<file path="config.mk">
export PLATFORM = sky130hd
export DESIGN_NAME = mod5_slot_arbiter
export DESIGN_NICKNAME = d
export VERILOG_FILES = /design/src/rtl/mod5_slot_arbiter.sv
export SDC_FILE = /design/constraint.sdc
export NUM_CORES = 1
export LEC_CHECK = 0
export CAP_MARGIN = 40
export CORE_MARGIN = 2
export CORE_UTILIZATION = 40
export CTS_BUF_LIST = sky130_fd_sc_hd__clkbuf_4
export DETAILED_ROUTE_END_ITERATION = 7
export DONT_BUFFER_PORTS = 1
export PLACE_DENSITY_LB_ADDON = 0.15
export SLEW_MARGIN = 15
export SYNTH_ARGS = -nofsm -noshare
export SYNTH_HDL_FRONTEND = slang
export SYNTH_SLANG_ARGS = --single-unit
</file>
<file path="constraint.sdc">
create_clock -name clk -period 5.8 [get_ports clk]
set_clock_uncertainty 0.15 [all_clocks]
set_input_delay 1.16 -clock clk [delete_from_list [all_inputs] [get_ports clk]]
set_output_delay 1.16 -clock clk [all_outputs]
set_load 0.02 [all_outputs]
</file>
<file path="src/rtl/mod5_slot_arbiter.sv">
// ---------------------------------------------------------------------------
// mod5_slot_arbiter
//
// Round-robin arbiter sharing one downstream resource among up to five
// requesters. A modulo-NREQ priority pointer sets the scan start; the winner
// receives a registered one-hot grant. A per-tenure hold counter forces a
// release when a holder keeps the grant too long. Every tenure is followed by
// exactly one zero-grant GAP cycle.
//
// Parameters:
//   NREQ      number of requesters (2..5)
//   MAX_HOLD  maximum consecutive grant cycles per tenure (2..255)
//
// Ports:
//   clk        clock, rising edge
//   rst        synchronous active-high reset
//   req        level-sensitive request lines, one per requester
//   done       release strobe; only the current holder's bit is looked at
//   gnt        registered one-hot grant
//   gnt_id     index of the current holder (valid with gnt_valid)
//   gnt_valid  high exactly when gnt is non-zero
//   timeout    one-cycle pulse in the GAP cycle following a forced release
//
// Build option:
//   MOD5_SLOT_ARB_TDM_EN  when defined, strict time-division: only requester
//                         ptr is eligible and ptr walks one step per idle
//                         cycle. Undefined: work-conserving cyclic scan.
// ---------------------------------------------------------------------------
//
// state | meaning
// ------+----------------------------------------------------------------
// IDLE  | no holder; arbitrate every cycle
// GRANT | one requester holds gnt; hold_cnt counts the tenure length
// GAP   | single zero-grant turnaround cycle; arbitrate as in IDLE
//
module mod5_slot_arbiter #(
  parameter int NREQ     = 5,
  parameter int MAX_HOLD = 16
) (
  input  logic            clk,
  input  logic            rst,
  input  logic [NREQ-1:0] req,
  input  logic [NREQ-1:0] done,
  output logic [NREQ-1:0] gnt,
  output logic [2:0]      gnt_id,
  output logic            gnt_valid,
  output logic            timeout
);

  typedef enum logic [1:0] {
    IDLE  = 2'd0,
    GRANT = 2'd1,
    GAP   = 2'd2
  } state_t;

  localparam logic [2:0] LAST_ID  = 3'(NREQ - 1);
  localparam logic [7:0] HOLD_LIM = 8'(MAX_HOLD - 1);

  state_t          state;
  logic [2:0]      ptr;
  logic [7:0]      hold_cnt;

  logic            win_found;
  logic [2:0]      win_id;
  logic [NREQ-1:0] win_oh;
  logic            holder_rel;
  logic            holder_limit;

  function automatic logic [2:0] next_id(input logic [2:0] id);
    return (id == LAST_ID) ? 3'd0 : id + 3'd1;
  endfunction

  // -------------------------------------------------------------------------
  // Arbitration
  // -------------------------------------------------------------------------
`ifdef MOD5_SLOT_ARB_TDM_EN
  // Only the requester under the pointer may win.
  always_comb begin
    win_found = req[ptr];
    win_id    = ptr;
  end
`else
  logic [3:0] scan_sum;
  logic [2:0] scan_id;

  // Cyclic scan starting at ptr; the first asserted request wins.
  always_comb begin
    win_found = 1'b0;
    win_id    = 3'd0;
    scan_sum  = 4'd0;
    scan_id   = 3'd0;
    for (int i = 0; i < NREQ; i++) begin
      scan_sum = {1'b0, ptr} + 4'(i);
      if (scan_sum >= 4'(NREQ)) begin
        scan_sum = scan_sum - 4'(NREQ);
      end
      scan_id = scan_sum[2:0];
      if (!win_found && req[scan_id]) begin
        win_found = 1'b1;
        win_id    = scan_id;
      end
    end
  end
`endif

  always_comb begin
    win_oh         = '0;
    win_oh[win_id] = 1'b1;
  end

  // A normal release takes precedence over the hold limit, so done on the
  // last allowed cycle never raises timeout.
  assign holder_rel   = done[gnt_id] | ~req[gnt_id];
  assign holder_limit = (hold_cnt >= HOLD_LIM);

  // -------------------------------------------------------------------------
  // Control FSM with registered outputs
  // -------------------------------------------------------------------------
  always_ff @(posedge clk) begin
    if (rst) begin
      state     <= IDLE;
      ptr       <= 3'd0;
      hold_cnt  <= 8'd0;
      gnt       <= '0;
      gnt_id    <= 3'd0;
      gnt_valid <= 1'b0;
      timeout   <= 1'b0;
    end else begin
      timeout <= 1'b0;
      case (state)
        IDLE, GAP: begin
          if (win_found) begin
            state     <= GRANT;
            gnt       <= win_oh;
            gnt_id    <= win_id;
            gnt_valid <= 1'b1;
            hold_cnt  <= 8'd0;
          end else begin
            state     <= IDLE;
            gnt       <= '0;
            gnt_valid <= 1'b0;
`ifdef MOD5_SLOT_ARB_TDM_EN
            // Empty slot: move on to the next requester's slot.
            ptr       <= next_id(ptr);
`endif
          end
        end

        GRANT: begin
          hold_cnt <= hold_cnt + 8'd1;
          if (holder_rel || holder_limit) begin
            state     <= GAP;
            gnt       <= '0;
            gnt_valid <= 1'b0;
            ptr       <= next_id(gnt_id);
            timeout   <= ~holder_rel;
          end
        end

        default: begin
          state     <= IDLE;
          gnt       <= '0;
          gnt_valid <= 1'b0;
        end
      endcase
    end
  end

endmodule

</file>
==> Word-level counts from Yosys, hierarchy flattened <==
Cells that the tools add are included.
{ "word_totals": {"regBits": 23, "input_bits": 12, "out_inout_bits": 10} }
{ "op_classes": {"n_addsub": 11, "n_lt_le_gt_ge": 14, "eq_ne": 5, "n_mux": 43, "n_bitwise": 5, "reduce_logical": 17} }
{ "op_table": {"columns": ["cell", "count"], "rows": [
  ["$mux 3", 11],
  ["$lt 3x4->1 const B", 7],
  ["$bmux 1 s3", 7],
  ["$ge 4x3->1 const B", 4],
  ["$mux 1", 16],
  ["$pmux 8 s2", 1],
  ["$sub 3x3->3 const B", 5],
  ["$mux 5", 2],
  ["$pmux 5 s2", 1],
  ["$add 3x2->4 const B", 2],
  ["$add 8x1->8 const B", 1],
  ["$ge 8x4->1 const B", 1],
  ["$mux 8", 1],
  ["$reduce_and 2->1", 3],
  ["$logic_and 1x1->1", 5],
  ["$add 3x1->4 const B", 1],
  ["$add 3x3->4 const B", 1],
  ["$logic_not 1->1", 4],
  ["$ne 2x2->1 const B", 2],
  ["$not 1->1", 4],
  ["$pmux 2 s2", 1],
  ["$add 3x1->3 const B", 1],
  ["$demux 1 s3", 1],
  ["$eq 3x3->1 const B", 1],
  ["12 further kinds", 12]
]} }

==> Depth between registers and ports, before layout <==
Gate-level depths: netlist (run 1).
{ "depth": {"depth_word": 23, "depth_mapped": 15} }

==> Worst setup path after synthesis (run 1) <==
OpenSTA, ideal clock, no wires.
{ "synth_path": {"path_kind": "register to register", "from": "register ptr[1]", "to": "register gnt[3]", "setup_time_ns": 0.117, "arrival_ns": 3.474, "required_ns": 5.533, "setup_slack_ns": 2.058, "path_stages_with_launch": 13, "n_path_buf": 1, "period_less_slack_ns": 3.742, "cell_sequence": "dfxtp_1 clkbuf_1 inv_1 ha_1 mux2_2 mux2_2 a32o_1 nor2_1 nor4b_4 and3_2 a21oi_1 and2_4 a32o_2"} }
{ "synth_between": {"elab_chain_len": 23, "elab_cells_between_ends": 54} }
{ "synth_lines": {"columns": ["item", "line", "text"], "rows": [
  ["start: declaration", "60", "logic [2:0] ptr;"],
  ["start signal: assignment", "155", "ptr <= next_id(gnt_id);"],
  ["branches (longest 21 deep; another with $add 3x1->4)", null, null],
  ["$mux 5 (*)", "132", "if (win_found) begin"],
  ["$pmux 5 s2 (*)", "130", "case (state)"],
  ["end signal: assignment", "134", "gnt <= win_oh;"],
  ["end: declaration", "44", "output logic [NREQ-1:0] gnt,"]
]} }
Mark *: on every way between the ends. The select of a mux whose other input is x is not followed.
A chain may end at the register's enable or synchronous reset.

==> Worst setup path in the final report (run 1) <==
{ "layout_path": {"from": "register ptr[1]", "to": "register hold_cnt[0]"} }
{ "layout_between": {"elab_chain_len": 19, "elab_cells_between_ends": 44} }
{ "layout_lines": {"columns": ["item", "line", "text"], "rows": [
  ["branches (longest 16 deep; another with $add 3x1->4)", null, null],
  ["$mux 1 (*)", "98", "if (!win_found && req[scan_id]) begin"],
  ["$ne 2x2->1 (no source line) (*)", null, null],
  ["$reduce_and 2->1 (no source line) (*)", null, null],
  ["end signal: assignment", "150", "hold_cnt <= hold_cnt + 8'd1;"],
  ["end: declaration", "61", "logic [7:0] hold_cnt;"]
]} }
Marks and branches as above.

==> flow_summary.toml, run 1 <==
[status]
run_status = "completed"

[die]
die_height_um = 78.58
pin_count = 22
core_sq_mm = 0.005439
initial_core_util_pct = 40.90
die_w_um = 78.58
die_area_sq_mm = 0.006174
rows = 27

[power]
ir_worst_vdd_mv = 0.2057
p_total_uw = 1171
power_density_mw_per_mm2 = 517.2
leakagePower_uw = 0.0008487

[synth]
ys_seq_area_share_pct = 19.80
synth-edff-count = 0
synthCells = 281
synth_seq_cells = 22
avgSynthCellArea_sq_um = 7.917
syn_nets = 305
synth.distinct_cells = 75
ys_warn_count = 0
syn-cell-area_sq_mm = 0.002225
async_reset_ff_share_pct = 0
ys_dominant_reg_cell = "dfxtp_1"

[layout]
nFillCells = 587
fin_area_sq_mm = 0.002263
diodes = 0
final-seq-area_sq_um = 440.4
fin_nets = 298
drive_above_1_share_pct = 12.13
multi_input_area_sq_mm = 0.001632
area_delta_synth_final_pct = 1.743

[drt]
met1_length_um = 2911
wl_met2_um = 2756
wl_per_cell_um = 17.99
dr_wl_met3_um = 481
first_pass_iters = 4
avgViaCountPerCell = 6.227
num_vias = 2142
wl_um = 6190
top_layer_used = "met4"
drtIter0Drc = 180
drc = 0
ant_nets = 0

[timing]
finalSetupTns_ns = 0
fin_crit_sh_pct = 76.36
final_hold_viol_count = 0
setup_violations = 0
fin_hold_ws_ns = 0.3458
worst_slew_pin_slew_ns = 0.6845
rsz0062_at_grt = "no"
min_period_ns = 4.429
setup_ws_ns = 1.371
max_freq_ghz = 0.2258
slew_violations = 0
relSlewSlack_pct = 54.27

[global_route]
grt_pass1_wl_um = 10580
antenna_found_initial = 0
grt_overflow = 0
grt_max_degree = 28
grt_pass1_vias = 2054
grtUsageTotal_pct = 21.20

[job]
drv_cap = 0

[clocking]
htreeDepth = 1
cts_tree = "yes"
cts.sinks = 22
clockBufferDepth = 2
clk_pin_slew_worst_paths_ns = 0.11
root_buffer = "clkbuf_4"
cts_buffers = 3
post_cts_buffers = 0
cts_resized = 0
cts.hold.buffers_added = 0
clock_latency_ns = 0.30

[critical_path]
r2r_cells = 11
critPathKind = "register to register"
crit_required_ns = 5.90
startpoint_type = "register"
reg2reg_slack_ns = 1.37
cp_max_fo = 15
r2r_end = "hold_cnt[0]"
worst-endpoint-arrival_ns = 4.53
r2r-start = "ptr[1]"
critPathCaptureType = "register"

[worst_hold_path]
min-delay-start = "hold_cnt[1]"
hp-class = "register to register"
hold_depth = 2
whs_endpoint = "hold_cnt[1]"

[placed_design]
dp_hpwl_um = 4628
dp_slack_ns = 1.430
dpl_cell_area_sq_mm = 0.002241
place_congestion = 0.9113
port_buffers = 0
-- synthesized netlist by cell type, types with 3 or more instances --
cell type	number	area, sq um
o21ai_0	13	65.06
nor3_1	9	45.04
and4_1	4	35.03
nor4_1	4	25.02
nand2_1	23	86.33
inv_1	16	60.06
buf_4	4	30.03
a21oi_1	20	100.1
o31ai_1	3	22.52
a211oi_1	9	67.56
ha_1	11	137.6
nor2_1	24	90.09
mux2_2	4	45.04
nor2b_1	4	25.02
nand3_1	7	35.03
nand2b_1	8	50.05
o2111ai_1	3	26.28
o211ai_1	6	45.04
dfxtp_1	22	440.4
clkbuf_1	6	22.52
xnor2_1	4	35.03
and3_1	4	25.02
mux2i_1	6	60.06
-- layer usage --
metal  up-vias  GRT usage (%)
met4         0          4.211
met3         4          4.828
met1      1010          29.54
met2        72          33.50
li1       1056              -
met5         -              0
-- report_power, final --
| group | switching [uW] | internal, uW | total [uW] |
|---|---|---|---|
| Sequential | 65.0 | 182 | 247 |
| Combinational | 501 | 355 | 856 |
| Clock | 43.2 | 24.2 | 67.4 |
-- cell usage in the layout, fill, tap and decap left out, drive strengths merged, types with 3 or more instances in the layout --
master / instances
nor4: 4
a22oi: 3
a32o: 4
a211oi: 9
nor2b: 5
nand2b: 8
a21oi: 20
o31ai: 3
a211o: 3
nand2: 24
dfxtp: 22
or4: 3
mux2: 5
clkbuf: 3
inv: 16
o2111ai: 3
ha: 11
nor2: 25
nor3: 9
mux2i: 6
nand3: 7
o211ai: 6
xnor2: 4
and3: 6
and4: 4
o21ai: 13
-- registers in the layout, summed over array words and instances, names as in the netlist --
register	cells
timeout	1
ptr	3
gnt_id	3
state	2
gnt	5
hold_cnt	8
-- per-stage QoR --
stage	utilization, %	cells
final	41.61	344
after detailed placement	41.20	341
after global placement	41.20	341
after global routing	41.61	344
after CTS	41.61	344
after floorplan	-	281
-- final cells by class --
cell class              instances  area share (%)
multi-input cells             228           72.08
flip-flops and latches         22           19.46
well taps                      72           3.980
inverters                      17           2.819
clock buffers                   3          0.9950
repair buffers                  2          0.6634
-- how the worst max path moves through the flow --
| stage | from | to | slack, ns | cells after the start |
|---|---|---|---|---|
| 2_1_floorplan | ptr[1] | gnt[3] | 2.06 | 12 |
| 3_3_place_gp | ptr[1] | hold_cnt[0] | 1.52 | 11 |
| 3_5_place_dp | ptr[1] | hold_cnt[0] | 1.43 | 11 |
| 4_1_cts | ptr[1] | hold_cnt[0] | 1.38 | 11 |
| 5_1_grt | ptr[1] | hold_cnt[0] | 0.94 | 11 |
| 6_report | ptr[1] | hold_cnt[0] | 1.37 | 11 |
-- critical path, cell delays in order (launching register included) --
cell	delay [ns]
dfxtp_1	0.70
inv_1	0.30
ha_1	0.67
mux2_2	0.41
mux2_2	0.30
a32o_1	0.30
nor2_1	0.24
nor4b_4	0.37
a41o_1	0.47
nand2_2	0.11
mux2_2	0.29
nor2_2	0.07
-- kinds of logic (layout without fill, tap and decap cells) --
kind of cell | Yosys count | in the layout | synth area share [%]
AOI/OAI and AO/OA | 91 | 91 | 30.26
xor gates and xnor gates | 4 | 4 | 1.575
adders and majority gates | 12 | 12 | 7.087
buffers and inverters | 31 | 22 | 6.861
DFF | 22 | 22 | 19.80
muxes | 12 | 12 | 6.243
and+or+nand+nor | 109 | 109 | 28.18
(Power assumes the default switching activity.)
==> run 2, diff against run 1 <==
Clock period 5.8 ns to 4.34 ns, I/O delays scaled along.
==> run 2 against run 1 <==
Sequential share of layout area is 0.25 points lower. Sequential power up 33%. Critical path type unchanged. Non-clock buffer count grew 4. Clock-buffer cell count did not move.
==> flow_summary.toml, run 2 (synthesis results as in run 1) <==
[placed_design]
place_congestion = 0.8559
dp_hpwl_um = 4659
port_buffers = 0
dpl_cell_area_sq_mm = 0.002271

[timing]
max_freq_ghz = 0.2567
finalSetupTns_ns = 0
rsz0062_at_grt = "no"
worst_slew_pin_slew_ns = 0.6962
setup_violations = 0
relSlewSlack_pct = 53.49
slew_violations = 0
final_hold_viol_count = 0
fin_crit_sh_pct = 89.76
min_period_ns = 3.896

[power]
combPwrFrac_pct = 73.4
leakagePower_uw = 0.0008679
sw_frac_of_total_pct = 52.02
power.internal_uw = 763.0
power_density_mw_per_mm2 = 693.4
clkPwrFrac_pct = 5.9
ir_worst_vdd_mv = 0.2457
power.switching_uw = 827.3
seqPwrFrac_pct = 20.7

[drt]
wl_um = 6031
drc = 0
drtIter0Drc = 114
num_vias = 2101
avgViaCountPerCell = 6.037
wl_per_cell_um = 17.33
first_pass_iters = 4
ant_nets = 0

[critical_path]
r2r_cells = 11
critPathTopFamily = "multiplexers"
critPathCaptureType = "register"
critPathBufInv = 1
crit_path_frequent_cell = "mux2_2"
startpoint_type = "register"
cp_max_fo = 15
critPathKind = "register to register"
reg2reg_slack_ns = 0.44
r2r_end = "hold_cnt[0]"
slowest_stage = "dfxtp_1"
worst-endpoint-arrival_ns = 4.01
crit_required_ns = 4.45
slowest_delay_ns = 0.69
path_cells = "inv_1 -> ha_1 -> mux2_2 -> mux2_2 -> a32o_1 -> nor2_1 -> nor4b_4 -> a41o_1 -> nand2_2 -> mux2_2 -> nor2_2"
r2r-start = "ptr[1]"

[clocking]
post_cts_buffers = 0
clockBufferDepth = 2
cts_tree = "yes"
clk_pin_slew_worst_paths_ns = 0.12
cts_buffers = 3
htreeDepth = 1
root_buffer = "clkbuf_4"
cts_resized = 0
clock_latency_ns = 0.31
cts.hold.buffers_added = 0
cts.sinks = 22

[die]
initial_core_util_pct = 40.90
core_sq_mm = 0.005439
pin_count = 22
rows = 27
die_area_sq_mm = 0.006174
die_height_um = 78.58
die_w_um = 78.58

[status]
run_status = "completed"

[global_route]
antenna_found_initial = 0
grt_overflow = 0
grtUsageTotal_pct = 20.56
grt_pass1_wl_um = 10390
grt_pass1_vias = 2040
grt_max_degree = 27

[layout]
area_delta_synth_final_pct = 3.093
largest_register_ffs = 8
largestRegisters = "hold_cnt (8), gnt (5)"
fin_area_sq_mm = 0.002293
utilization_pct = 42.17
diodes = 0
drive_above_1_share_pct = 13.41
layout_common_cells = "nor2_1, nand2_1, dfxtp_1"
nFillCells = 579
final_common_cell = "nor2_1"
largest-register = "hold_cnt"
fin_nets = 302

[worst_hold_path]
min-delay-start = "hold_cnt[1]"
whs_endpoint = "hold_cnt[1]"
hold_depth = 2
hp-class = "register to register"

[job]
drv_cap = 0
run 2: per-stage QoR:
step / setup slack, ns / instances / hold slack [ns] / total power [uW]
4_1_cts: 0.4085 / 348 / 0.3403 / 1585
5_1_grt: 0.1605 / 348 / 0.3604 / 1744
2_1_floorplan: 0.5985 / 281 / 0.2978 / 1263
6_report: 0.4443 / 348 / 0.3446 / 1590
3_5_place_dp: 0.4688 / 345 / 0.3227 / 1487
3_3_place_gp: 0.5560 / 345 / 0.3265 / 1489
run 2: cell type report:
type	instances	area, sq um	area share (%)
clock buffers	3	22.52	0.9820
inverters	17	63.81	2.782
multi-input cells	228	1632	71.14
flip-flops and latches	22	440.4	19.20
well taps	72	90.09	3.928
repair buffers	6	45.04	1.964
run 2: how the worst max path moves through the flow:
stage	start	to	slack [ns]	depth (start not counted)
global route	ptr[1]	hold_cnt[0]	0.16	11
global placement	ptr[1]	gnt[2]	0.56	12
finish	ptr[1]	hold_cnt[0]	0.44	11
CTS	ptr[1]	hold_cnt[0]	0.41	11
detailed placement	ptr[1]	hold_cnt[0]	0.47	11
floorplan	ptr[1]	gnt[3]	0.60	12
run 2: power by group through the flow:
stage               combinational (uW)  sequential (uW)  clock [uW]
floorplan                          949              314           0
global placement                  1160              333           0
detailed placement                1150              334           0
CTS                               1160              329        97.7
global route                      1300              337         106
finish                            1170              329        94.1
run 2: worst register-to-register path, cell delays in order, from the launching register on:
cell and delay [ns]:
dfxtp_1 0.69, inv_1 0.13, ha_1 0.36, mux2_2 0.36, mux2_2 0.30, a32o_1 0.30
nor2_1 0.25, nor4b_4 0.36, a41o_1 0.48, nand2_2 0.11, mux2_2 0.29, nor2_2 0.07
run 2: per-layer routing:
layer	GRT usage, %	wire [um]	share of wire [%]
met5	0	0	0
met4	3.684	24	0.40
met3	3.563	365	6.1
met2	31.37	2601	43
met1	30.42	3040	50
